File: src/rtl/risc16_pkg.sv
// Shared encodings for the RISC-16 multi-cycle control sequencer:
// opcodes, datapath select codes, ALU operations and FSM state encoding.
package risc16_pkg;

  typedef enum logic [2:0] {
    S_IDLE   = 3'd0,
    S_FETCH  = 3'd1,
    S_DECODE = 3'd2,
    S_EXEC   = 3'd3,
    S_MEM    = 3'd4,
    S_WB     = 3'd5,
    S_HALT   = 3'd6
  } state_t;

  localparam logic [2:0] OP_ADD  = 3'b000;
  localparam logic [2:0] OP_ADDI = 3'b001;
  localparam logic [2:0] OP_NAND = 3'b010;
  localparam logic [2:0] OP_LUI  = 3'b011;
  localparam logic [2:0] OP_SW   = 3'b100;
  localparam logic [2:0] OP_LW   = 3'b101;
  localparam logic [2:0] OP_BEQ  = 3'b110;
  localparam logic [2:0] OP_JALR = 3'b111;

  localparam logic [1:0] PC_SEL_INC = 2'b00;
  localparam logic [1:0] PC_SEL_BR  = 2'b01;
  localparam logic [1:0] PC_SEL_ALU = 2'b10;

  localparam logic [1:0] WB_SEL_ALU = 2'b00;
  localparam logic [1:0] WB_SEL_MEM = 2'b01;
  localparam logic [1:0] WB_SEL_PC  = 2'b10;

  localparam logic [1:0] ALU_OP_ADD  = 2'b00;
  localparam logic [1:0] ALU_OP_NAND = 2'b01;
  localparam logic [1:0] ALU_OP_LUI  = 2'b10;
  localparam logic [1:0] ALU_OP_SUB  = 2'b11;

  // Ops that produce a register-file result (rA==0 is masked separately).
  function automatic logic op_writes_reg(input logic [2:0] op);
    return (op != OP_SW) && (op != OP_BEQ);
  endfunction

endpackage

File: src/rtl/risc16_wait_timer.sv
// Wait-cycle counter shared by instruction fetch and data access;
// flags the last cycle in which a memory ack may still be accepted.
module risc16_wait_timer
  import risc16_pkg::*;
#(
  parameter int TIMEOUT_CYC = 16
) (
  input  logic clk,
  input  logic rst,
  input  logic i_clear,
  input  logic i_inc,
  output logic o_expire
);

  localparam int CW = $clog2(TIMEOUT_CYC + 1);

  logic [CW-1:0] r_count;

  always_ff @(posedge clk) begin
    if (rst || i_clear) begin
      r_count <= '0;
    end else if (i_inc && !o_expire) begin
      r_count <= r_count + 1'b1;
    end
  end

  // Count k-1 on the k-th waiting cycle: expire marks cycle TIMEOUT_CYC.
  assign o_expire = (r_count == CW'(TIMEOUT_CYC - 1));

endmodule

File: src/rtl/risc16_seq_ctrl.sv
// Multi-cycle control sequencer for the RISC-16 core: FETCH/DECODE/EXEC/
// MEM/WB walk with PC, IR, register-file, ALU and memory handshake controls.
module risc16_seq_ctrl
  import risc16_pkg::*;
#(
  parameter int TIMEOUT_CYC = 16
) (
  input  logic        clk,
  input  logic        rst,
  input  logic        run,
  input  logic [15:0] instr,
  input  logic        imem_ack,
  input  logic        dmem_ack,
  input  logic        alu_zero,
  output logic        imem_req,
  output logic        dmem_req,
  output logic        dmem_we,
  output logic        ir_load,
  output logic [1:0]  alu_op,
  output logic        alu_src_imm,
  output logic        reg_we,
  output logic [1:0]  wb_sel,
  output logic        pc_en,
  output logic [1:0]  pc_sel,
  output logic        halted,
  output logic        bus_err
);

  state_t     r_state;
  logic       r_bus_err;
  logic [2:0] r_op;
  logic [2:0] r_ra;
  logic       r_imm_nz;

  logic w_in_wait;
  logic w_ack;
  logic w_expire;
  logic w_unused;

  assign w_in_wait = (r_state == S_FETCH) || (r_state == S_MEM);
  assign w_ack     = ((r_state == S_FETCH) && imem_ack) ||
                     ((r_state == S_MEM)   && dmem_ack);
  assign w_unused  = ^instr[9:7];

  risc16_wait_timer #(
    .TIMEOUT_CYC (TIMEOUT_CYC)
  ) u_timer (
    .clk      (clk),
    .rst      (rst),
    .i_clear  (!w_in_wait),
    .i_inc    (w_in_wait && !w_ack),
    .o_expire (w_expire)
  );

  always_ff @(posedge clk) begin
    if (rst) begin
      r_state   <= S_IDLE;
      r_bus_err <= 1'b0;
    end else begin
      case (r_state)
        S_IDLE:   if (run) r_state <= S_FETCH;
        S_FETCH: begin
          if (imem_ack) begin
            r_state <= S_DECODE;
          end else if (w_expire) begin
            r_state   <= S_HALT;
            r_bus_err <= 1'b1;
          end
        end
        S_DECODE: r_state <= (r_op == OP_JALR && r_imm_nz) ? S_HALT : S_EXEC;
        S_EXEC:   r_state <= (r_op == OP_SW || r_op == OP_LW) ? S_MEM : S_WB;
        S_MEM: begin
          if (dmem_ack) begin
            r_state <= S_WB;
          end else if (w_expire) begin
            r_state   <= S_HALT;
            r_bus_err <= 1'b1;
          end
        end
        S_WB:     r_state <= S_FETCH;
        S_HALT:   r_state <= S_HALT;
        default:  r_state <= S_IDLE;
      endcase
    end
  end

  // Instruction fields captured alongside the datapath IR load.
  always_ff @(posedge clk) begin
    if (r_state == S_FETCH && imem_ack) begin
      r_op     <= instr[15:13];
      r_ra     <= instr[12:10];
      r_imm_nz <= |instr[6:0];
    end
  end

  always_comb begin
    imem_req    = 1'b0;
    dmem_req    = 1'b0;
    dmem_we     = 1'b0;
    ir_load     = 1'b0;
    alu_op      = ALU_OP_ADD;
    alu_src_imm = 1'b0;
    reg_we      = 1'b0;
    wb_sel      = WB_SEL_ALU;
    pc_en       = 1'b0;
    pc_sel      = PC_SEL_INC;
    halted      = 1'b0;
    bus_err     = 1'b0;

    // ALU controls appear in EXEC and stay stable through MEM and WB.
    if (r_state == S_EXEC || r_state == S_MEM || r_state == S_WB) begin
      case (r_op)
        OP_ADD:  alu_op = ALU_OP_ADD;
        OP_NAND: alu_op = ALU_OP_NAND;
        OP_LUI:  alu_op = ALU_OP_LUI;
        OP_BEQ:  alu_op = ALU_OP_SUB;
        default: alu_op = ALU_OP_ADD;
      endcase
      alu_src_imm = (r_op == OP_ADDI) || (r_op == OP_SW) ||
                    (r_op == OP_LW)   || (r_op == OP_JALR);
    end

    case (r_state)
      S_FETCH: begin
        imem_req = 1'b1;
        ir_load  = imem_ack;
      end
      S_MEM: begin
        dmem_req = 1'b1;
        dmem_we  = (r_op == OP_SW);
      end
      S_WB: begin
        pc_en  = 1'b1;
        reg_we = op_writes_reg(r_op) && (r_ra != 3'd0);
        if (r_op == OP_LW)        wb_sel = WB_SEL_MEM;
        else if (r_op == OP_JALR) wb_sel = WB_SEL_PC;
        if (r_op == OP_BEQ && alu_zero) pc_sel = PC_SEL_BR;
        else if (r_op == OP_JALR)       pc_sel = PC_SEL_ALU;
      end
      S_HALT: begin
        halted  = 1'b1;
        bus_err = r_bus_err;
      end
      default: ;
    endcase
  end

endmodule

File: config.mk
export PLATFORM = sky130hd
export DESIGN_NAME = risc16_seq_ctrl
export DESIGN_NICKNAME = d
export VERILOG_FILES = /design/src/rtl/risc16_pkg.sv /design/src/rtl/risc16_wait_timer.sv /design/src/rtl/risc16_seq_ctrl.sv
export SDC_FILE = /design/constraint.sdc
export NUM_CORES = 1
export LEC_CHECK = 0
export CAP_MARGIN = 30
export CORE_ASPECT_RATIO = 0.7
export CORE_MARGIN = 4
export CORE_UTILIZATION = 38
export CTS_CLUSTER_SIZE = 40
export DETAILED_ROUTE_END_ITERATION = 16
export GPL_TIMING_DRIVEN = 1
export PLACE_DENSITY = 0.71
export SLEW_MARGIN = 20
export SYNTH_ARGS = -nofsm -noshare
export SYNTH_HDL_FRONTEND = slang
export SYNTH_SLANG_ARGS = --single-unit
File: constraint.sdc
create_clock -name clk -period 2.3 [get_ports clk]
set_input_delay 0.23 -clock clk [delete_from_list [all_inputs] [get_ports clk]]
set_output_delay 0.23 -clock clk [all_outputs]
set_load 0.01 [all_outputs]
Yosys cells after proc, flatten, opt, wreduce, memory -nomap -nowiden
Index checks and enable logic that the tools add are counted.
Operators by class
  add/sub/neg operators: 1
  eq/ne operators: 19
  multiplexer cells: 27
  reduce and logical (&&, ||, !) cells: 25
Operator list (number)
  $eq A3 B3 Y1 const B: 7
  $pmux W3 S7: 1
  $mux W3: 5
  $mux W1: 13
  $eq A3 B2 Y1 const B: 4
  $mux W2: 6
  $logic_or A1 B1 Y1: 9
  $logic_and A1 B1 Y1: 8
  $reduce_or A7 Y1: 1
  $eq A3 B1 Y1 const B: 2
  $ne A2 B2 Y1 const B: 3
  $ne A3 B3 Y1 const B: 2
  $pmux W2 S3: 1
  $add A5 B1 Y5 const B: 1
  $eq A5 B4 Y1 const B: 1
  $logic_not A1 Y1: 3
  $logic_not A3 Y1: 1
  $reduce_and A3 Y1: 1
  $reduce_bool A3 Y1: 1
  $pmux W1 S2: 1
  $reduce_bool A2 Y1: 1
Word-level totals
  register bits: 16
  bits of input ports: 22
  output and inout bits: 15
  logic and storage cells: 78

Depth between registers and ports, before layout
  depth in word-level cells: 6
  mapped depth: 7
  gate-level depth less buffers: 7

Modules after synthesis
Synthesis repeated with hierarchy kept, for this count alone.
Unflattened totals
  cells, all modules: 100
  area, all modules: 902.1 µm²
Modules (own cells, without submodules)
  risc16_seq_ctrl: instances 1, cells each 74, area an instance 660.6 µm², seq. area each 290.3 µm²
  risc16_wait_timer: instances 1, cells each 26, area an instance 241.5 µm², seq. area each 100.1 µm²

Worst setup path after synthesis
No wires, ideal clock.
  kind: register to register
  from: reg u_timer.r_count[0]
  to: reg u_timer.r_count[3]
  setup time: 0.070 ns
  arrival time: 1.603 ns
  required time: 2.230 ns
  path slack: 0.627 ns
  stages on the path, launching flop included: 8
  buffers on the path: 0
  clock period less this slack: 1.673 ns
  path through: dfxtp_1 -> ha_1 -> and3_1 -> ha_1 -> nor2_1 -> o21ai_2 -> or3_1 -> a21oi_1
Between the ends
  cells in the longest elaborated chain, start to end: 3
  elaborated cells on any way between the ends: 4
  those cells by class: add/sub (1); eq/ne (1); reduce/logical (2)
RTL lines
  start, declared: RTL line risc16_wait_timer.sv:17  | logic [CW-1:0] r_count;
  start signal, assigned: RTL line risc16_wait_timer.sv:23  | r_count <= r_count + 1'b1;
  parallel branches: the longest is 3 deep, another holds $add A5 B1 Y5
Several ways; the timed one is not identified.
A chain may end at the register's enable or synchronous reset.

Final worst setup path
  from: reg r_state[1]
  to: out wb_sel[0]
Between the ends
  cells in the longest elaborated chain, start to end: 2
RTL lines
  start, declared: RTL line risc16_seq_ctrl.sv:29  | state_t r_state;
  start signal, assigned: RTL line risc16_seq_ctrl.sv:70  | S_DECODE: r_state <= (r_op == OP_JALR && r_imm_nz) ? S_HALT : S_EXEC;
  start signal, assigned: RTL line risc16_seq_ctrl.sv:71  | S_EXEC: r_state <= (r_op == OP_SW || r_op == OP_LW) ? S_MEM : S_WB;
  $eq A3 B3 Y1: RTL line risc16_seq_ctrl.sv:123  | case (r_state)
  $mux W2: RTL line risc16_seq_ctrl.sv:123
  end, declared: RTL line risc16_seq_ctrl.sv:22  | output logic [1:0] wb_sel,
No other way between the ends.

==> flow_metrics.env <==
export IMPL_status="finished clean"
export IMPL_maxCapViolations=0
export IMPL_antenna_left=0
export IMPL_powerDensity_nw_per_um2=454.1
export IMPL_synth_area_um2=872.1
export IMPL_timing_critical_path_slowest_cell_delay_ns=0.55
export IMPL_fin_skew_ns=0.003499
export IMPL_viasPerCell=5.047
export IMPL_async_reset_ff_frac=0
export IMPL_intPower_mw=0.4327
export IMPL_rows=14
export IMPL_drt_first_pass_iters=4
export IMPL_grt_ovfl_total=0
export IMPL_cts_tree="built"
export IMPL_syn_inst=102
export IMPL_clockBufferDepth=2
export IMPL_setup_viol=0
export IMPL_die_height_um=48.08
export IMPL_ir_drop_v=0.0003295
export IMPL_ios=37
export IMPL_highest_layer="met3"
export IMPL_critical_path_class="flop to output pin"
export IMPL_drt_wl_total_um=2072
export IMPL_yosysSeqAreaShare=0.4476
export IMPL_worstSkewPairLatency_ns=0.28
export IMPL_grt_usage=0.1398
export IMPL_dpl_cell_count=165
export IMPL_yosysWarnings=0
export IMPL_synthTopCellsByArea="edfxtp_1 (24%), dfxtp_1 (21%), nor2_1 (5.2%), a21oi_1 (4.6%), nand2_1 (3.9%)"
export IMPL_synth_most_common_cell="nor2_1"
export IMPL_cp_start_kind="flop"
export IMPL_dpl_hpwl_um=1665
export IMPL_met3_wirelength_um=93
export IMPL_grt_max_degree=16
export IMPL_clk_pin_slew_ns=0.08
export IMPL_grt_pass1_vias=730
export IMPL_start_util=0.4015
export IMPL_synth_fp_nets=126
export IMPL_worstMarginPinSlew_ns=0.6899
export IMPL_seqPwrFrac=0.559
export IMPL_setup_tns_final_ns=0
export IMPL_met2WireLength_um=995
export IMPL_p_sw_frac=0.2476
export IMPL_slowest_stage="clkdlybuf4s50_1"
export IMPL_fin_crit_sh=0.9267
export IMPL_ys_ff_latch=16
export IMPL_layout_drive_gt1_share=0.06569
export IMPL_relSlewSlack=0.5341
export IMPL_yosys_area_top_type="edfxtp_1"
export IMPL_p_leak_nw=0.4298
export IMPL_rsz0062_at_grt="no"
export IMPL_p_sw_mw=0.1423
export IMPL_worstPathMaxFanout=12
export IMPL_cp_end_kind="output pin"
export IMPL_synth_ff_type="dfxtp_1"
export IMPL_numCtsBuffers=3
export IMPL_grt_pass1_wl_um=3305
export IMPL_syn_area_per_cell_um2=8.550
export IMPL_place_congestion=0.7628
export IMPL_hp_class="flop to flop"
export IMPL_antenna_found_initial=0
export IMPL_met1_length_um=982
export IMPL_fp_dieW_um=65.26
export IMPL_core_um2=2172
export IMPL_syn_to_final_growth_pct=45.19
export IMPL_vias=853
export IMPL_crit_arrival_ns=1.90
export IMPL_synth_top_area_share=0.2410
export IMPL_fmax_mhz=469.2
export IMPL_drtIter0Drc=33
export IMPL_hold_viol=0
export IMPL_p_clk_frac=0.260
export IMPL_ys_top_cells_by_count="nor2_1 (12), dfxtp_1 (9), nand2_1 (9)"
export IMPL_layout_nets=162
export IMPL_synth_edf_count=7
export IMPL_fin_crit_ns=2.131
export IMPL_cts_max_level=1
export IMPL_n_antenna_cell=0
export IMPL_drc_errors=0
export IMPL_drv_slew=0
export IMPL_post_drt_wl_per_cell_um=12.26
export IMPL_p_comb_frac=0.181
export IMPL_io_buffers=33
export IMPL_required_ns=2.07
export IMPL_dieArea_um2=3138
export IMPL_cts_sinks=16
export IMPL_path_cells="inv_2 > and3_1 > nand3_1 > nor2_1 > clkdlybuf4s50_1"
export IMPL_ys_types=34
export IMPL_cts_root_buf="clkbuf_4"
export IMPL_stdcell_count=169
cell type report:
cell class                 count  area (um2)
inverter                       7       26.28
timing repair buffer          35       345.3
fill                         226       905.9
multi-input combinational     75       436.7
clock buffer                   4       26.28
tap                           32       40.04
sequential                    16       391.6
per-stage QoR:
step                hold WS (ns)  worst slack, ns  instance area, um2  power, mW    util
global route              0.4769          0.01015                1266     0.6091  0.5829
CTS                       0.4630          0.03697                1265     0.5784  0.5824
global placement          0.4465           0.3913                1239     0.4288  0.5703
finish                    0.4667           0.1686                1266     0.5750  0.5829
detailed placement        0.4490           0.3718                1239     0.4310  0.5703
floorplan                 0.2991           0.6274               872.1     0.3753       -
critical path: cells and delay by family, from the launching register on:
| family | cells | cell delay (ns) |
|---|---|---|
| buffers and inverters | 2 | 0.69 |
| and+or+nand+nor | 3 | 0.50 |
| DFF | 1 | 0.43 |
registers in the layout, summed over array words and instances, names as in the netlist:
register         flops
r_ra                 3
r_state              3
r_imm_nz             1
r_bus_err            1
u_timer.r_count      5
r_op                 3
per-layer routing:
layer  vias up  GRT usage
li1        442          -
met5         -          0
met3         0    0.05164
met1       391     0.1789
met2        20     0.2394
met4         0    0.01240
power groups by stage:
stage / Sequential, mW / Combinational, mW / Clock [mW]
after CTS: 0.321 / 0.104 / 0.153
after floorplan: 0.319 / 0.0567 / 0
after global routing: 0.323 / 0.113 / 0.172
after global placement: 0.327 / 0.102 / 0
final: 0.321 / 0.104 / 0.150
after detailed placement: 0.328 / 0.103 / 0
final timing paths:
check	startpoint	endpoint	slack (ns)	cells after the start
setup / recovery	r_state[1]	wb_sel[0]	0.17	5
hold reg to reg	r_bus_err	r_bus_err	0.47	2
hold / removal	r_bus_err	r_bus_err	0.47	2
setup reg to reg	u_timer.r_count[0]	u_timer.r_count[3]	0.46	7
cell families after synthesis:
family,after synthesis,synth area share
AOI/OAI and AO/OA,25,0.1851
xor gates and xnor gates,2,0.02009
adders and majority gates,2,0.02869
buffers and inverters,11,0.05166
DFF,16,0.4476
and+or+nand+nor,46,0.2669
layout by cell type (no fill, tap or decap), drive strengths merged, types with 2 or more instances in the layout:
master,Yosys,layout
inv,7,7
a21oi,8,8
nor3b,2,2
nor4,2,2
or3,3,3
edfxtp,7,7
dfxtp,9,9
nand3,4,4
ha,2,2
nand2b,3,3
nor2,12,12
nand2,9,9
clkdlybuf4s50,0,33
nor3,5,5
clkbuf,3,4
and3,3,3
o311a,2,2
buf,1,2
o21ai,7,7
what timing repair did:
action	in CTS	in global routing
endpoints found under the setup margin	0	6
setup buffers	0	0
resized for setup	0	2
hold buffers	0	0
(Power assumes the default switching activity.)
